===== src/rtl/debouncer_pkg.sv =====
// Shared definitions for the debouncer.
// Holds the counter-width helper used by the top.
package debouncer_pkg;

  function automatic int cnt_width(input int n);
    int w;
    w = $clog2(n);
    return (w < 1) ? 1 : w;
  endfunction

endpackage


===== src/rtl/debouncer.sv =====
// Debounces a synchronized level and emits rise/fall strobes.
// data_out changes after STABLE_CYCLES consecutive differing samples.
module debouncer
  import debouncer_pkg::*;
#(
  parameter int   STABLE_CYCLES = 16,
  parameter logic RESET_VALUE   = 1'b0
) (
  input  logic clk,
  input  logic rst,
  input  logic data_in,
  output logic data_out,
  output logic rise,
  output logic fall
);

  localparam int CW = cnt_width(STABLE_CYCLES);
  localparam logic [CW-1:0] LAST = CW'(STABLE_CYCLES - 1);

  if (STABLE_CYCLES < 1) begin : g_bad_param
    $error("debouncer: STABLE_CYCLES must be >= 1");
  end

  logic [CW-1:0] cnt_q, cnt_d;
  logic          data_out_q, data_out_d;
  logic          rise_q, rise_d;
  logic          fall_q, fall_d;

  always_comb begin
    cnt_d      = cnt_q;
    data_out_d = data_out_q;
    rise_d     = 1'b0;
    fall_d     = 1'b0;
    if (data_in == data_out_q) begin
      cnt_d = '0;
    end else if (cnt_q == LAST) begin
      // Last of the required differing samples: commit and strobe.
      data_out_d = data_in;
      cnt_d      = '0;
      rise_d     = data_in;
      fall_d     = ~data_in;
    end else begin
      cnt_d = cnt_q + 1'b1;
    end
  end

  always_ff @(posedge clk) begin
    if (rst) begin
      cnt_q      <= '0;
      data_out_q <= RESET_VALUE;
      rise_q     <= 1'b0;
      fall_q     <= 1'b0;
    end else begin
      cnt_q      <= cnt_d;
      data_out_q <= data_out_d;
      rise_q     <= rise_d;
      fall_q     <= fall_d;
    end
  end

  assign data_out = data_out_q;
  assign rise     = rise_q;
  assign fall     = fall_q;

endmodule


===== config.mk =====
export PLATFORM = sky130hd
export DESIGN_NAME = debouncer
export DESIGN_NICKNAME = d
export VERILOG_FILES = /design/src/rtl/debouncer_pkg.sv /design/src/rtl/debouncer.sv
export SDC_FILE = /design/constraint.sdc
export NUM_CORES = 1
export LEC_CHECK = 0
export ABC_AREA = 0
export CAP_MARGIN = 20
export CORE_AREA = 5 5 42 44
export DETAILED_ROUTE_END_ITERATION = 10
export DIE_AREA = 0 0 47 49
export GPL_TIMING_DRIVEN = 1
export MAX_ROUTING_LAYER = met4
export PLACE_DENSITY_LB_ADDON = 0.1
export SYNTH_ARGS = -nofsm -noshare
export SYNTH_HDL_FRONTEND = slang
export SYNTH_SLANG_ARGS = --single-unit

===== constraint.sdc =====
create_clock -name clk -period 1.4 [get_ports clk]
set_input_delay 0.21 -clock clk [delete_from_list [all_inputs] [get_ports clk]]
set_output_delay 0.21 -clock clk [all_outputs]
set_load 0.05 [all_outputs]

==> metrics.md, run 1 <==
| Metric | Value |
|---|---|
| Die W | `47 µm` |
| CP peak stage delay | `0.40 ns` |
| Max-Cap Viols | `0` |
| DR iter-0 viols | `0` |
| Worst EP arrival | `1.29 ns` |
| Syn Std Cell Area | `254 µm²` |
| Critical path endpoint category | `flop` |
| Synthesis-stage register bit count | `7` |
| Largest net degree at the start of global routing | `6` |
| Sequential share of power | `50.7%` |
| Buf/Inv on CP | `0` |
| Syn Nets | `27` |
| CP Max Fanout | `3` |
| Reg clk slew, reported paths | `0.05 ns` |
| Die H | `49 µm` |
| Core footprint | `1400 µm²` |
| Crit share post-route | `79.0%` |
| Reg2Reg Depth | `3` |
| Final TNS setup | `0 ns` |
| Root Driver | `clkbuf_4` |
| H-tree Lvls | `1` |
| Grt ovf | `0` |
| Family with the most delay on the worst path | `compound AO/OA/AOI/OAI gates` |
| CTS tree | `yes` |
| RSZ-0062 raised after global routing | `false` |
| Comb pwr share | `5.5%` |
| Slew HR | `82.6%` |
| Initial Utilization | `18.1%` |
| PortBufs | `5` |
| Critical Path RT | `1.58 ns` |
| Status | `finished, final reports clean` |
| Cell taking the most area after synthesis | `dfxtp_1` |
| Kind of critical path | `reg -> reg` |
| Drt wl/cell | `8.72 µm` |
| Worst Tran Pin Value | `0.257 ns` |
| Detail Route Antenna Nets | `0` |
| Die area | `2300 µm²` |
| Hold-fix buffers, CTS | `0` |
| Clock share of power | `43.8%` |
| Mean post-synth cell area | `11.0 µm²` |
| Leakage power | `0.153 nW` |
| Final Max Tran Viols | `0` |
| Stages on worst setup path | `3` |
| Layout net count | `39` |
| Final cell utilization of the core | `28.2%` |
| Final cell count without fillers | `50` |
| Worst skew pair latency | `0.25 ns` |
| Post-Route WL | `436 µm` |
| Cell area power density | `1020 nW/µm²` |
| Placed Instances | `46` |
| First-pass DRT Iterations | `1` |
| Syn Inst Count | `23` |
| Bufs on Longest Clock Path | `2` |
| Worst R2R End | `cnt_q[1]` |
| Hold depth | `1` |
| Synth top area share | `55.2%` |
| Net Sw Power | `0.0792 mW` |
| Hold path endpoint | `cnt_q[0]` |
| Slowest CP cell | `a311o_2` |
| CTS Buf Count | `3` |
| Worst min-delay path class | `reg -> reg` |
| Commonest non-fill, non-tap cell in the layout | `dfxtp_1` |
| Worst setup SP type | `flop` |
| Sw Share | `19.6%` |
| Routed vias/inst | `3.78` |
| Cts repair resizes | `0` |
| Initial antenna violation count | `0` |
| RePlAce Congestion | `0.609` |
| Peak VDD IR | `0.505 mV` |
| R2r startpoint | `cnt_q[0]` |
| Post-synthesis sequential area ratio | `55.2%` |
| Clock skew | `0.00327 ns` |
| Warnings from Yosys | `0` |
| Reg2reg setup slack | `0.29 ns` |
| Final Hold Fails | `0` |
| Final hold slack | `0.446 ns` |
| Vias | `189` |
| Vias in the first global route | `179` |
| Area delta synth->final | `55.7%` |
| Clk sink count | `7` |
| N_diodes | `0` |
| Int Pwr | `0.324 mW` |
| Layout cell share with drive strength beyond 1 | `29.4%` |
| I/O Pins | `6` |
| Hold Path Origin | `cnt_q[0]` |
| Most frequent cells in the layout | `7 x dfxtp_1, 3 x nor2_1, 3 x clkbuf_4, 3 x buf_12` |
| Top cells by area, synth | `dfxtp_1 55%, nor4b_1 6.9%, xnor2_1 6.9%` |
| CP cell instances | `ha_1, a311o_2, nor2_1` |
| Cell variety after synth | `12` |
| Row Count | `14` |
| # setup viols final | `0` |
| Post-route minimum period | `1.11 ns` |
| First-pass GRT wire length | `690 µm` |
| Gr usage total | `5.07%` |
| Residual DRC | `0` |
| Setup Fix Bufs, Post-CTS | `0` |
| Fmax | `904 MHz` |
through the flow:
step	cell area [µm²]	total power, mW	worst slack, ns
after CTS	395	0.416	0.290
after floorplan	254	0.216	0.0773
after global placement	369	0.230	0.0784
after global routing	395	0.434	0.232
final	395	0.403	0.294
after detailed placement	369	0.231	0.0808
power groups by stage:
stage / clock (mW) / combinational [mW] / sequential, mW
6_report: 0.177 / 0.0223 / 0.204
3_3_place_gp: 0 / 0.0220 / 0.208
2_1_floorplan: 0 / 0.00830 / 0.208
3_5_place_dp: 0 / 0.0223 / 0.208
4_1_cts: 0.190 / 0.0224 / 0.204
5_1_grt: 0.205 / 0.0239 / 0.204
per-layer routing:
layer	routed length, µm	GRT usage (%)	vias up
li1	-	-	103
met1	192	4.43	79
met2	197	5.20	5
met3	33	6.64	2
met4	13	4.15	0
met5	0	-	-
worst max path at each step:
stage,start,endpoint,slack (ns)
3_3_place_gp,data_in,cnt_q[0],0.08
5_1_grt,cnt_q[0],rise,0.23
2_1_floorplan,data_out,cnt_q[3],0.08
3_5_place_dp,data_in,cnt_q[1],0.08
4_1_cts,cnt_q[0],cnt_q[1],0.29
6_report,cnt_q[0],cnt_q[1],0.29
cell usage after synthesis, drive strengths merged:
cell type,instances
dfxtp,7
nor2,4
nand3,2
nor4b,2
xnor2,2
a311o,1
ha,1
inv,1
mux2i,1
nor3,1
xor2,1
cell families (layout without fill, tap and decap cells):
kind of cell / count (synthesis) / count (layout) / share of synthesized area [%]
and+or+nand+nor: 9 / 9 / 19.7
DFF: 7 / 7 / 55.2
xor gates and xnor gates: 3 / 3 / 10.3
adders and majority gates: 1 / 1 / 4.93
AOI/OAI and AO/OA: 1 / 1 / 4.43
muxes: 1 / 1 / 3.94
buffers and inverters: 1 / 12 / 1.48
worst reg2reg max path: stages (launching register included):
cell and delay, ns:
dfxtp_1 0.32, ha_1 0.23, a311o_2 0.40, nor2_1 0.09
flip-flops by register name, indices dropped and copies added (netlist names):
| signal | flops |
|---|---|
| rise | 1 |
| cnt_q | 4 |
| fall | 1 |
| data_out | 1 |
area by class of cell:
type | count | area, µm²
well taps | 16 | 20.0
repair buffers | 7 | 95.1
clock buffers | 4 | 26.3
multi-input cells | 15 | 110
flip-flops and latches | 7 | 140
inverters | 1 | 3.75
fillers | 153 | 1010
(Power assumes the default switching activity.)
==> run 2, diff against run 1 <==
Clock period 1.4 ns to 1.09 ns, I/O delays scaled along.
==> run 2 against run 1 <==
Effect of this change: critical path depth is the same; clock power up 33%; flip-flop and latch count unchanged; via count up 15%; die area unchanged; combinational power increased by 71%; sequential share of layout area down 3.9 points; final cell count up 8.0%; fmax up 3.2%; critical endpoint is now cnt_q[0].
==> metrics.md, run 2 (same netlist as run 1, synthesis figures left out) <==
| Metric | Value |
|---|---|
| Status | `finished, final reports clean` |
| Max-Cap Viols | `0 (unchanged)` |
| Final cell utilization of the core | `33.1% (+4.9 points)` |
| # setup viols final | `0 (unchanged)` |
| Die area | `2300 µm² (unchanged)` |
| N_diodes | `0 (unchanged)` |
| Worst EP arrival | `1.25 ns (-0.04 ns)` |
| DR iter-0 viols | `1 (+1)` |
| Gr usage total | `6.00% (+0.93 points)` |
| Peak VDD IR | `0.348 mV (-31%)` |
| Vias | `217 (+15%)` |
| Hold depth | `2 (+1)` |
| Layout net count | `43 (+10%)` |
| Slowest CP cell | `a311o_2` |
| Final Max Tran Viols | `0 (unchanged)` |
| Worst Tran Pin Value | `0.210 ns (-0.0477 ns)` |
| Largest register by flop count | `cnt_q` |
| Cell area power density | `1160 nW/µm² (+13%)` |
| Hold path endpoint | `cnt_q[0]` |
| Max reg flops | `4 (unchanged)` |
| Area delta synth->final | `82.8%` |
| First-pass GRT wire length | `897 µm (+30%)` |
| Clk sink count | `7 (unchanged)` |
| Die H | `49 µm (unchanged)` |
| Fmax | `934 MHz (+3.2%)` |
| Die W | `47 µm (unchanged)` |
| Core footprint | `1400 µm² (unchanged)` |
| Root Driver | `clkbuf_4` |
| RePlAce Congestion | `0.689 (+13%)` |
| Post-Route WL | `605 µm (+39%)` |
| Reg2reg setup slack | `0.02 ns (-0.28 ns)` |
| Worst skew pair latency | `0.25 ns (about the same)` |
| Grt ovf | `0 (unchanged)` |
| Layout cell share with drive strength beyond 1 | `57.9% (+28 points)` |
| Worst R2R End | `cnt_q[0]` |
| Reg clk slew, reported paths | `0.05 ns (about the same)` |
| Residual DRC | `0 (unchanged)` |
| First-pass DRT Iterations | `2 (+1)` |
| Largest net degree at the start of global routing | `6 (unchanged)` |
| Hpwl dp | `375 µm` |
| Kind of critical path | `reg -> reg` |
| Hold Path Origin | `cnt_q[0]` |
| Drt wl/cell | `11.2 µm (+28%)` |
| Most frequent cells in the layout | `6 x buf_4, 4 x dfxtp_1, 3 x clkbuf_4, 3 x buf_12` |
| Routed vias/inst | `4.02 (+6.3%)` |
| PortBufs | `5 (unchanged)` |
| Bufs on Longest Clock Path | `2 (unchanged)` |
| Clock skew | `0.00663 ns (+0.00336 ns)` |
| Crit share post-route | `98.3% (+19 points)` |
| Critical path endpoint category | `flop` |
| Setup WS pre-CTS | `-0.185 ns (-0.266 ns)` |
| Initial antenna violation count | `0 (unchanged)` |
| Vias in the first global route | `231 (+29%)` |
| Family with the most delay on the worst path | `compound AO/OA/AOI/OAI gates` |
| Detail Route Antenna Nets | `0 (unchanged)` |
| CP Max Fanout | `3 (unchanged)` |
| Fillers | `161 (+5.2%)` |
| Worst setup SP type | `flop` |
| Worst setup startpoint | `cnt_q[0]` |
| CP cell instances | `ha_4, a311o_2, nor2_1` |
| Commonest non-fill, non-tap cell in the layout | `buf_4` |
| Reg2Reg Depth | `3 (unchanged)` |
| R2r startpoint | `cnt_q[0]` |
| Buf/Inv on CP | `0 (unchanged)` |
| Row Count | `14 (unchanged)` |
| Critical Path RT | `1.27 ns (-0.31 ns)` |
| CTS tree | `yes` |
| CTS Buf Count | `3 (unchanged)` |
| H-tree Lvls | `1 (unchanged)` |
| Final worst slack | `0.0189 ns (-0.275 ns)` |
| CP peak stage delay | `0.40 ns (about the same)` |
| Hold-fix buffers, CTS | `0 (unchanged)` |
| Slew HR | `85.9% (+3.3 points)` |
| Post-route minimum period | `1.07 ns (-0.0348 ns)` |
| Worst min-delay path class | `reg -> reg` |
| Leakage power | `0.175 nW (+14%)` |
| Final Hold Fails | `0 (unchanged)` |
| I/O Pins | `6 (unchanged)` |
| RSZ-0062 raised after global routing | `true` |
| Initial Utilization | `18.1% (unchanged)` |
==> run 2: cell types whose count changed in the layout (fill, tap and decap cells not counted) <==
cell	previous run	this run
dfxtp_2	0	2
nor4b_1	2	0
nand3_2	0	1
buf_4	2	6
dfxtp_4	0	1
nor2_1	3	2
ha_1	1	0
dfxtp_1	7	4
nand3_1	2	1
nor2_2	1	2
ha_4	0	1
nor4b_2	0	2
==> run 2: stage by stage <==
| step | power (mW) | hold WS (ns) | instance area [µm²] | setup TNS, ns | instances |
|---|---|---|---|---|---|
| after global placement | 0.297 | 0.477 | 388 | -0.700 | 48 |
| after CTS | 0.545 | 0.491 | 414 | 0 | 52 |
| after floorplan | 0.275 | 0.226 | 258 | 0 | 23 |
| final | 0.537 | 0.544 | 464 | 0 | 54 |
| after detailed placement | 0.298 | 0.475 | 388 | -0.615 | 48 |
| after global routing | 0.577 | 0.551 | 464 | -0.0222 | 54 |
==> run 2: worst max-delay path by stage <==
stage	to	cells after the start
3_3_place_gp	cnt_q[3]	4
5_1_grt	cnt_q[0]	3
4_1_cts	cnt_q[1]	3
2_1_floorplan	cnt_q[3]	3
6_report	cnt_q[0]	3
3_5_place_dp	cnt_q[3]	4
==> run 2: worst register-to-register path, delay by kind of cell, from the launching register on <==
family,cells,cell delay [ns]
compound gates,1,0.40
simple gates,1,0.11
fa+ha+maj,1,0.17
flops,1,0.34
==> run 2: layout make-up <==
| cell class | count | area (µm²) | share of cell area, % |
|---|---|---|---|
| timing repair buffer | 11 | 125 | 27.0 |
| sequential | 7 | 146 | 31.5 |
| clock buffer | 4 | 26.3 | 5.66 |
| tap | 16 | 20.0 | 4.31 |
| multi-input combinational | 15 | 143 | 30.7 |
| inverter | 1 | 3.75 | 0.809 |
==> run 2: routing by layer <==
| metal | routed length, µm | global-route usage (%) | share of wire [%] | vias up |
|---|---|---|---|---|
| met2 | 308 | 7.92 | 51 | 6 |
| met3 | 52 | 3.32 | 8.6 | 2 |
| met4 | 7 | 5.53 | 1.2 | 0 |
| met1 | 236 | 5.95 | 39 | 100 |
| li1 | - | - | - | 109 |
| met5 | 0 | - | 0 | - |
==> run 2: power breakdown <==
group / total, mW / switching (mW) / internal, mW
Clock: 0.236 / 0.0964 / 0.140
Combinational: 0.0382 / 0.0152 / 0.0229
Sequential: 0.263 / 0.00453 / 0.258
Total: 0.537 / 0.116 / 0.421
==> run 2: what timing repair did <==
action                     4_1_cts  5_1_grt
pin swaps                        1        2
buffers inserted                 0        2
gates resized for setup          0        8
setup endpoints to repair        3        6
